**config.mk**
```make
export PLATFORM = sky130hd
export DESIGN_NAME = fx_writeback_queue
export DESIGN_NICKNAME = d
export VERILOG_FILES = /design/src/rtl/fx_writeback_queue.sv
export SDC_FILE = /design/constraint.sdc
export NUM_CORES = 1
export LEC_CHECK = 0
export CORE_ASPECT_RATIO = 1.75
export CORE_MARGIN = 4
export CORE_UTILIZATION = 27
export CTS_CLUSTER_DIAMETER = 60
export CTS_CLUSTER_SIZE = 12
export DETAILED_ROUTE_END_ITERATION = 10
export GPL_ROUTABILITY_DRIVEN = 0
export SLEW_MARGIN = 0
export SYNTH_ARGS = -nofsm -noshare
export SYNTH_HDL_FRONTEND = slang
export SYNTH_SLANG_ARGS = --single-unit
```
**constraint.sdc**
```tcl
create_clock -name clock_i -period 3.5 [get_ports clock_i]
set_input_delay 1.05 -clock clock_i [delete_from_list [all_inputs] [get_ports clock_i]]
set_output_delay 1.05 -clock clock_i [all_outputs]
set_load 0.01 [all_outputs]
```
**src/rtl/fx_writeback_queue.sv**
```systemverilog
// In-order result buffer between the FX unit and the GPR write port; retires XER CA/OV/SO on pop.
// One-cycle push-to-head latency (no bypass); full_o back-pressures dispatch, excess pushes are dropped and flagged.
module fx_writeback_queue #(
  parameter int regWidth   = 5,
  parameter int depth      = 4,
  parameter int countWidth = 3
) (
  input  logic                clock_i,
  input  logic                reset_i,
  input  logic                flush_i,
  input  logic                pushValid_i,
  input  logic [0:63]         pushData_i,
  input  logic [regWidth-1:0] pushAddress_i,
  input  logic                pushWriteback_i,
  input  logic                pushXerEnable_i,
  input  logic                pushCarry_i,
  input  logic                pushOverflow_i,
  output logic                full_o,
  output logic [countWidth-1:0] count_o,
  output logic                overflowError_o,
  output logic                wbValid_o,
  input  logic                wbReady_i,
  output logic [0:63]         wbData_o,
  output logic [regWidth-1:0] wbAddress_o,
  output logic                wbWriteEnable_o,
  output logic                xerValid_o,
  output logic                xerCarry_o,
  output logic                xerOverflow_o,
  output logic                xerSummaryOverflow_o
);

  localparam int ptrWidth = $clog2(depth);

  typedef struct packed {
    logic [0:63]         data;
    logic [regWidth-1:0] addr;
    logic                wb;
    logic                xen;
    logic                ca;
    logic                ov;
  } entry_t;

  entry_t                r_mem [depth];
  logic [ptrWidth-1:0]   r_rptr;
  logic [ptrWidth-1:0]   r_wptr;
  logic [countWidth-1:0] r_count;
  logic                  r_overflow_err;
  logic                  r_xer_vld;
  logic                  r_ca;
  logic                  r_ov;
  logic                  r_so;

  entry_t w_head;
  entry_t w_new;
  logic   w_pop;
  logic   w_push;
  logic   w_drop;

  assign w_head = r_mem[r_rptr];
  assign w_new  = '{data: pushData_i, addr: pushAddress_i, wb: pushWriteback_i,
                    xen: pushXerEnable_i, ca: pushCarry_i, ov: pushOverflow_i};

  assign wbValid_o = (r_count != '0);
  assign full_o    = (r_count == countWidth'(depth));

  // A pop frees the slot in the same edge, so a full queue can still take a push.
  assign w_pop  = wbValid_o && wbReady_i;
  assign w_push = pushValid_i && (!full_o || w_pop);
  assign w_drop = pushValid_i && full_o && !w_pop;

  assign count_o              = r_count;
  assign overflowError_o      = r_overflow_err;
  assign wbData_o             = w_head.data;
  assign wbAddress_o          = w_head.addr;
  assign wbWriteEnable_o      = w_head.wb;
  assign xerValid_o           = r_xer_vld;
  assign xerCarry_o           = r_ca;
  assign xerOverflow_o        = r_ov;
  assign xerSummaryOverflow_o = r_so;

  always_ff @(posedge clock_i) begin
    if (w_push && !flush_i) begin
      r_mem[r_wptr] <= w_new;
    end
  end

  always_ff @(posedge clock_i or negedge reset_i) begin
    if (!reset_i) begin
      r_rptr         <= '0;
      r_wptr         <= '0;
      r_count        <= '0;
      r_overflow_err <= 1'b0;
      r_xer_vld      <= 1'b0;
      r_ca           <= 1'b0;
      r_ov           <= 1'b0;
      r_so           <= 1'b0;
    end else if (flush_i) begin
      r_rptr    <= '0;
      r_wptr    <= '0;
      r_count   <= '0;
      r_xer_vld <= 1'b0;
    end else begin
      r_xer_vld <= w_pop && w_head.xen;
      if (w_push) begin
        r_wptr <= r_wptr + ptrWidth'(1);
      end
      if (w_pop) begin
        r_rptr <= r_rptr + ptrWidth'(1);
        if (w_head.xen) begin
          r_ca <= w_head.ca;
          r_ov <= w_head.ov;
          r_so <= r_so | w_head.ov;
        end
      end
      if (w_push && !w_pop) begin
        r_count <= r_count + countWidth'(1);
      end else if (w_pop && !w_push) begin
        r_count <= r_count - countWidth'(1);
      end
      if (w_drop) begin
        r_overflow_err <= 1'b1;
      end
    end
  end

endmodule
```
## Yosys cells after proc, flatten, opt, wreduce, memory -nomap -nowiden

Memory sizes are Yosys's and may differ from the RTL's.
Index checks and enable logic that the tools add are counted.

| word-level totals | value |
|---|---|
| register bits | 12 |
| RAM bits | 292 |
| input bits | 78 |
| output and inout port bits | 80 |
| memories kept | 1 |

| cells by class | value |
|---|---|
| add/sub/neg operators | 4 |
| equal/unequal tests | 1 |
| mux-type cells | 10 |
| bitwise operators | 2 |
| reduce and logical (&&, ||, !) cells | 19 |

Memories:

| name | words | bits a word | rd ports | clocked after Yosys merged registers in | wr ports | RTL line | source |
|---|---|---|---|---|---|---|---|
| r_mem | 4 | 73 | 1 | 0 | 1 | 43 | `entry_t r_mem [depth];` |

Operators by type and width:

| operator | count |
|---|---|
| two-way mux 3 bit | 3 |
| logical AND 1 bit | 8 |
| two-way mux 2 bit | 4 |
| nonzero test 3 bit | 2 |
| adder 2 x 1 -> 2 bit, second input constant | 2 |
| logical NOT 1 bit | 4 |
| nonzero test 2 bit | 2 |
| adder 3 x 1 -> 3 bit, second input constant | 1 |
| equality test 3 bit, second input constant | 1 |
| two-way mux 1 bit | 3 |
| AND reduction 3 bit | 1 |
| subtractor 3 x 1 -> 3 bit, second input constant | 1 |
| AND reduction 2 bit | 1 |
| logical OR 1 bit | 1 |
| NOT 1 bit | 1 |
| bitwise OR 1 bit | 1 |

## Logic depth before layout (Yosys ltp)

Gate-level depths: netlist (run 1).

| depth | value |
|---|---|
| depth in word-level cells | 9 |
| depth in mapped cells | 8 |

## Worst setup path after synthesis (run 1)

OpenSTA, ideal clock, no wires.

| timing | value |
|---|---|
| path type | input-to-reg |
| start point | input flush_i |
| end point | memory r_mem[2][0] in the netlist's numbering (enable) |
| setup time | 439 ps |
| arrival | 3268 ps |
| data required time | 3061 ps |
| setup slack | -207 ps |
| stages on the path | 3 |
| path buffers | 1 |
| path through | clkbuf_1 -> nor3b_1 -> and2_1 |

| on the way | value |
|---|---|
| cells in the longest elaborated chain, start to end | 4 |

RTL lines:

| item | RTL line | source |
|---|---|---|
| start: declaration | 10 | `input logic flush_i,` |
| logical NOT 1 bit | 82 | `if (w_push && !flush_i) begin` |
| logical AND 1 bit | 82 |  |
| two-way mux 1 bit | 82 |  |
| two-way mux 1 bit (implied by the code) | 83 | `r_mem[r_wptr] <= w_new;` |
| end: declaration | 43 |  |

Every way passes these cells.

## Final worst setup path (run 1)

| timing | value |
|---|---|
| start point | register r_rptr[0] |
| end point | output wbData_o[10] in the netlist's numbering |

| on the way | value |
|---|---|
| cells in the longest elaborated chain, start to end | 1 |

RTL lines:

| item | RTL line | source |
|---|---|---|
| start: declaration | 44 | `logic [ptrWidth-1:0] r_rptr;` |
| start signal: assignment | 108 | `r_rptr <= r_rptr + ptrWidth'(1);` |
| memory (4 x 73 bit) | n/a |  |
| end: declaration | 23 | `output logic [0:63] wbData_o,` |

Every way passes these cells.

==> results of run 1 <==
layer usage:
metal | vias to the layer above | track usage | wire [um]
li1 | 2309 | - | -
met1 | 2763 | 0.107 | 8870
met2 | 120 | 0.194 | 13500
met3 | 39 | 0.0206 | 1210
met4 | 2 | 0.0372 | 636
met5 | - | 0 | 13
worst min path at each step:
stage | from | endpoint | slack, ns | depth (start not counted)
after global placement | xerSummaryOverflow_o$_DFFE_PN0P_ | xerSummaryOverflow_o$_DFFE_PN0P_ | 0.45 | 1
after CTS | xerSummaryOverflow_o$_DFFE_PN0P_ | xerSummaryOverflow_o$_DFFE_PN0P_ | 0.47 | 1
after detailed placement | xerSummaryOverflow_o$_DFFE_PN0P_ | xerSummaryOverflow_o$_DFFE_PN0P_ | 0.46 | 1
after floorplan | xerSummaryOverflow_o$_DFFE_PN0P_ | xerSummaryOverflow_o$_DFFE_PN0P_ | 0.50 | 1
final | xerSummaryOverflow_o$_DFFE_PN0P_ | xerSummaryOverflow_o$_DFFE_PN0P_ | 0.47 | 1
after global routing | xerSummaryOverflow_o$_DFFE_PN0P_ | xerSummaryOverflow_o$_DFFE_PN0P_ | 0.48 | 1
power by group:
group | internal, mW | switching, mW | total, mW
registers | 4.21 | 0.115 | 4.32
logic | 1.41 | 1.08 | 2.49
clock network | 1.62 | 1.29 | 2.91
total | 7.24 | 2.49 | 9.72
registers in the layout, indices dropped and copies added, names as in the netlist:
register	flops
xerValid_o	1
xerOverflow_o	1
r_rptr	2
r_wptr	2
xerSummaryOverflow_o	1
count_o	3
r_mem	292
xerCarry_o	1
overflowError_o	1
cells in the final DEF (no fill, tap or decap), types with 2 or more instances in the layout:
cell type / n
clkbuf_16: 31
buf_12: 12
mux4_1: 2
nand2_1: 4
xnor2_1: 4
dlygate4sd2_1: 39
clkbuf_1: 12
clkdlybuf4s50_1: 112
and2_4: 4
dlymetal6s2s_1: 6
buf_16: 3
nor2_1: 9
buf_4: 15
dfrtp_1: 10
ha_1: 4
o21ai_0: 3
mux4_2: 71
inv_6: 2
nand2b_1: 2
edfxtp_1: 292
inv_1: 8
dfrtp_4: 2
layout make-up:
cell class / instances / area, um2
inverters: 8 / 30.0
flip-flops and latches: 304 / 9080
repair buffers: 187 / 1970
well taps: 566 / 708
fillers: 4126 / 28500
clock inverters: 4 / 37.5
clock buffers: 43 / 821
multi-input cells: 122 / 2040
diodes: 1 / 2.50
worst max-delay path, cell delays in order (launching register included):
cell and delay, ns:
dfrtp_4 0.51, buf_16 0.21, mux4_2 0.52, clkdlybuf4s50_1 0.54
cells in the mapped netlist (all sizes together):
| library cell | count | area share |
|---|---|---|
| buf | 82 | 0.053 |
| nor4b | 1 | 0.00074 |
| nand2 | 4 | 0.0013 |
| a31oi | 1 | 0.00053 |
| a221oi | 1 | 0.0013 |
| mux2i | 1 | 0.00085 |
| dfrtp | 12 | 0.025 |
| nand2b | 2 | 0.0011 |
| mux2 | 1 | 0.0013 |
| edfxtp | 292 | 0.74 |
| o31a | 1 | 0.0015 |
| ha | 4 | 0.0042 |
| and2 | 4 | 0.0021 |
| o21a | 1 | 0.00064 |
| o21ai | 4 | 0.0020 |
| xnor2 | 4 | 0.0030 |
| xor2 | 1 | 0.00074 |
| clkbuf | 6 | 0.0019 |
| nor3b | 1 | 0.00064 |
| inv | 8 | 0.0025 |
| a31o | 1 | 0.00074 |
| a211oi | 1 | 0.00064 |
| and3 | 2 | 0.0015 |
| nand3b | 1 | 0.00064 |
| a21oi | 1 | 0.00042 |
| or3b | 2 | 0.0017 |
| nor2 | 9 | 0.0029 |
| fa | 1 | 0.0017 |
| mux4 | 73 | 0.14 |
cell families after synthesis:
group,synth area share
compound gates,0.00775
buf+inv,0.0576
flops,0.770
fa+ha+maj,0.00595
mux,0.143
simple gates,0.0125
xor+xnor,0.00372
what timing repair did:
item | 4_1_cts | 5_1_grt
buffers inserted | 7 | 5
gates resized for setup | 44 | 6
gates cloned | 2 | 0
setup endpoints to repair | 68 | 12
==> impl_results.md, run 1 <==
- CP max FO: 18
- CP required: between 2 and 2.5 ns
- Arrival @ worst endpoint: ~2.4 ns
- R2R setup slack: 1.18 ns
- DRT iter0 DRCs: about 270
- Slew @ Worst Pin: about 0.6 ns
- Rows: roughly 100
- First-pass GRT wire length: between 30 and 40 mm
- DRC Markers: 0
- Post-layout net count: 737
- Power density of the placed cells: 662 mW/mm2
- Slew HR: 0.607
- Initial antenna violation count: 3
- Fin cells: ~1,200
- Syn Nets: between 600 and 700
- Total number of vias: between 5,000 and 6,000
- Worst reg2reg path endpoint: count_o[2]$_DFFE_PN0P_
- Die area: 0.0472 mm2
- Avg Synthesized Cell Area: approximately 23 um2
- PortBufs: roughly 160
- Setup repair after global routing missed its margin: no
- Setup Skew: approximately 0.025 ns
- Pre-CTS setup slack: about 0.44 ns
- Leak pwr: 4.72 nW
- Htree depth: 1
- Total Routing Usage GR: 0.101
- DP HPWL: roughly 15 mm
- Hold Buf Count CTS: 0
- Final design area excluding fillers: ~0.015 mm2
- Post-Place Cells: about 1,200
- DRT Pass-1 Iters: 4
- Synth Instances: 522
- Hold/Removal Path Class: register to register
- Vias per cell: 4.24
- Setup CP Type: register to primary output
- PnR worst setup slack: between 0.08 and 0.09 ns
- TritonCTS clock tree: built
- Final Critical Period: 3.42 ns
- DR WL/cell: around 20 um
- Root Buffer: clkbuf_16
- Seq/Total Area, Yosys: 0.770
- Design Power: roughly 9.7 mW
- Layout cell share with drive strength beyond 1: 0.223
- Ys Warns: 0
- Total negative slack: 0 ns
- Final wirelength: ~24 mm
- Sink Count: a little over 300
- Final Hold Fails: 0
- Post-synth cell types: 36
- Cells on worst reg2reg path: 6
- Status: completed
- F_max: between 200 and 300 MHz
- I/O pin count: 158
- Num CTS Buffers: 31
- Final global-route overflow total: 0
- Hold_ws: roughly 0.47 ns
- Placed Area: between 0.01 and 0.015 mm2
- Tcrit/Tclk final: 0.976
- Bufs on Longest Clock Path: 3
- CP startpoint kind: register
- Synth Register Bits: slightly above 300
- Crit path to: wbData_o[10]
- Pins Over Slew Limit: 0
- Initial Util: 0.273
- CP endpoint kind: primary output
- VDD IR max: approximately 0.45 mV
- Worst setup path startpoint: r_rptr[0]$_DFFE_PN0P_
- Die width: 166 um
- MaxCap Viol Count: 0
- Die Y: 284 um
- Antenna violation net count after detailed routing: 0
- Final core occ: 0.340
- Worst r2r src: count_o[0]$_DFFE_PN0P_
- Core footprint: 0.0432 mm2
- Endpoints failing setup: 0
- Clock Latency Late Sink: 0.56 ns
- Number of global-route vias before repair: roughly 5,700
- Mapped Area: roughly 0.012 mm2
- Worst-path clk slew: 0.06 ns
- Synthesis-to-finish area growth: 24.7%
- Largest net degree at the start of global routing: 38
No activity file was read; power rests on OpenSTA's default activity.
==> run 2: changes to the inputs <==
--- a/config.mk
+++ b/config.mk
@@ -9,9 +9,9 @@
 export CORE_MARGIN = 4
 export CORE_UTILIZATION = 27
 export CTS_CLUSTER_DIAMETER = 60
-export CTS_CLUSTER_SIZE = 12
 export DETAILED_ROUTE_END_ITERATION = 10
 export GPL_ROUTABILITY_DRIVEN = 0
+export SETUP_SLACK_MARGIN = 0.4
 export SLEW_MARGIN = 0
 export SYNTH_ARGS = -nofsm -noshare
 export SYNTH_HDL_FRONTEND = slang
==> impl_results.md, run 2 (synthesized netlist as in run 1, its figures left out) <==
- Pint: 7.86 mW (was 7.24 mW)
- Clock Latency Late Sink: 0.56 ns (about the same)
- Endpoints failing setup: 0 (unchanged)
- Core footprint: 0.0432 mm2 (unchanged)
- DRT Pass-1 Iters: 4 (unchanged)
- Largest register by flop count: r_mem (unchanged)
- Most common cell after layout, fill and taps aside: edfxtp_1 (unchanged)
- Power density of the placed cells: 694 mW/mm2 (was 662 mW/mm2)
- Final Hold Fails: 0 (unchanged)
- F_max: 307 MHz (was 293 MHz)
- Die width: 166 um (unchanged)
- Most frequent cells in the layout: edfxtp_1 (292), clkdlybuf4s50_1 (87), mux4_2 (72), buf_6 (72), clkbuf_16 (29) (was edfxtp_1 (292), clkdlybuf4s50_1 (112), mux4_2 (71), dlygate4sd2_1 (39), clkbuf_16 (31))
- Worst-path clk slew: 0.06 ns (about the same)
- DP HPWL: 15.0 mm (unchanged)
- VDD IR max: 0.378 mV (was 0.448 mV)
- Slew HR: 0.613 (was 0.607)
- Pins Over Slew Limit: 0 (unchanged)
- Clk network pwr share: 0.279 (was 0.299)
- Initial Util: 0.273 (unchanged)
- Hold Buf Count CTS: 0 (unchanged)
- Vias per cell: 4.21 (was 4.24)
- Max reg flops: 292 (unchanged)
- Number of global-route vias before repair: 5,682 (unchanged)
- Setup repair after global routing missed its margin: yes (was no)
- Final wirelength: 25.1 mm (was 24.3 mm)
- Hold Crit Start: xerSummaryOverflow_o$_DFFE_PN0P_ (unchanged)
- Tcrit/Tclk final: 0.930 (was 0.976)
- CP startpoint kind: register (unchanged)
- Initial antenna violation count: 4 (was 3)
- Largest net degree at the start of global routing: 38 (unchanged)
- Setup Skew: 0.0128 ns (was 0.0254 ns)
- DR WL/cell: 19.7 um (was 19.6 um)
- Num CTS Buffers: 29 (was 31)
- Final global-route overflow total: 0 (unchanged)
- Sink Count: 304 (unchanged)
- Status: completed (unchanged)
- Antenna violation net count after detailed routing: 0 (unchanged)
- Post-layout net count: 770 (was 737)
- Hold/Removal Path Class: register to register (unchanged)
- PnR worst setup slack: 0.246 ns (was 0.0842 ns)
- Arrival @ worst endpoint: 2.20 ns (was 2.37 ns)
- PortBufs: 157 (unchanged)
- MaxCap Viol Count: 0 (unchanged)
- DRT iter0 DRCs: 267 (was 273)
- Worst setup path startpoint: r_rptr[0]$_DFFE_PN0P_ (unchanged)
- Total negative slack: 0 ns (unchanged)
- Bufs on Longest Clock Path: 3 (unchanged)
- CP max FO: 6 (was 18)
- TritonCTS clock tree: built (unchanged)
- Fin cells: 1,276 (was 1,235)
- Switch share: 0.261 (was 0.256)
- Setup CP Type: register to primary output (unchanged)
- Die area: 0.0472 mm2 (unchanged)
- DRC Markers: 0 (unchanged)
- Slew @ Worst Pin: 0.579 ns (was 0.588 ns)
- Die Y: 284 um (unchanged)
- CP required: 2.45 ns (about the same)
- CP endpoint kind: primary output (unchanged)
- Total Routing Usage GR: 0.104 (was 0.101)
- Net Sw Power: 2.77 mW (was 2.49 mW)
- Final core occ: 0.355 (was 0.340)
- Final Critical Period: 3.25 ns (was 3.42 ns)
- Flop pwr share: 0.403 (was 0.445)
- Synthesis-to-finish area growth: 30.2% (was 24.7%)
- Filler cell count: 4,059 (was 4,126)
- Rows: 101 (unchanged)
- Post-Place Cells: 1,174 (unchanged)
- Pre-CTS setup slack: 0.438 ns (unchanged)
- Total number of vias: 5,371 (was 5,233)
- I/O pin count: 158 (unchanged)
- Layout cell share with drive strength beyond 1: 0.377 (was 0.223)
- Comb pwr share: 0.319 (was 0.257)
- Design Power: 10.6 mW (was 9.72 mW)
- Worst r2r src: r_rptr[0]$_DFFE_PN0P_ (was count_o[0]$_DFFE_PN0P_)
- First-pass GRT wire length: 37.2 mm (was 36.3 mm)
- Leak pwr: 5.03 nW (was 4.72 nW)
- Htree depth: 1 (unchanged)
- Root Buffer: clkbuf_16 (unchanged)
[run 2: cell types whose count changed in the layout (fill, tap and decap cells not counted), moves of 7 or more]
cell / change
clkdlybuf4s50_1: -25
buf_2: +12
dlygate4sd2_1: -39
clkbuf_1: -9
buf_12: +7
buf_6: +72
[run 2: repair_timing]
item                       in CTS  in global routing
cloned                          6                  0
gates resized for setup       357                 40
setup buffers                  33                  9
pin swaps                       0                  0
hold endpoints to repair        0                  0
setup endpoints to repair      71                 64
[run 2: final timing paths]
path | endpoint | slack, ns | cells past startpoint
worst max-delay path | wbData_o[13] | 0.25 | 6
worst min-delay path | xerSummaryOverflow_o$_DFFE_PN0P_ | 0.47 | 1
worst max register to register | xerCarry_o$_DFFE_PN0P_ | 1.25 | 8
worst min register to register | xerSummaryOverflow_o$_DFFE_PN0P_ | 0.47 | 1
max in group asynchronous | r_rptr[1]$_DFFE_PN0P_ | 2.21 | 1
min in group asynchronous | xerCarry_o$_DFFE_PN0P_ | 0.86 | 1
[run 2: power groups by stage]
stage	Combinational [mW]	Clock, mW	Sequential [mW]
detailed placement	2.52	0	4.39
floorplan	1.75	0	4.36
finish	3.39	2.96	4.28
global placement	2.52	0	4.38
CTS	3.25	3.07	4.29
global route	3.61	3.22	4.30
[run 2: through the flow]
stage	hold WS [ns]	instance area, um2
CTS	0.472	15100
finish	0.472	15300
global placement	0.451	13700
floorplan	0.504	11800
global route	0.484	15300
detailed placement	0.457	13700
[run 2: cell type report]
class	instances	area (um2)	area share
antenna	2	5.00	0.000326
inverter	8	30.0	0.00196
tap	566	708	0.0462
clock inverter	20	153	0.00996
timing repair buffer	222	2580	0.169
sequential	304	9080	0.592
multi-input combinational	122	2040	0.133
clock buffer	32	737	0.0481
[run 2: worst max-delay path, cell delays in order, from the launching register on]
cell and delay [ns]:
dfrtp_4 0.51, buf_12 0.16, buf_12 0.13, buf_16 0.13
buf_12 0.14, mux4_2 0.44, buf_6 0.14
[run 2: metal layers]
metal / vias up / global-route usage / routed length (um)
li1: 2385 / - / -
met4: 2 / 0.0351 / 665
met2: 133 / 0.197 / 14000
met1: 2813 / 0.114 / 9280
met5: - / 0 / 13
met3: 38 / 0.0200 / 1160
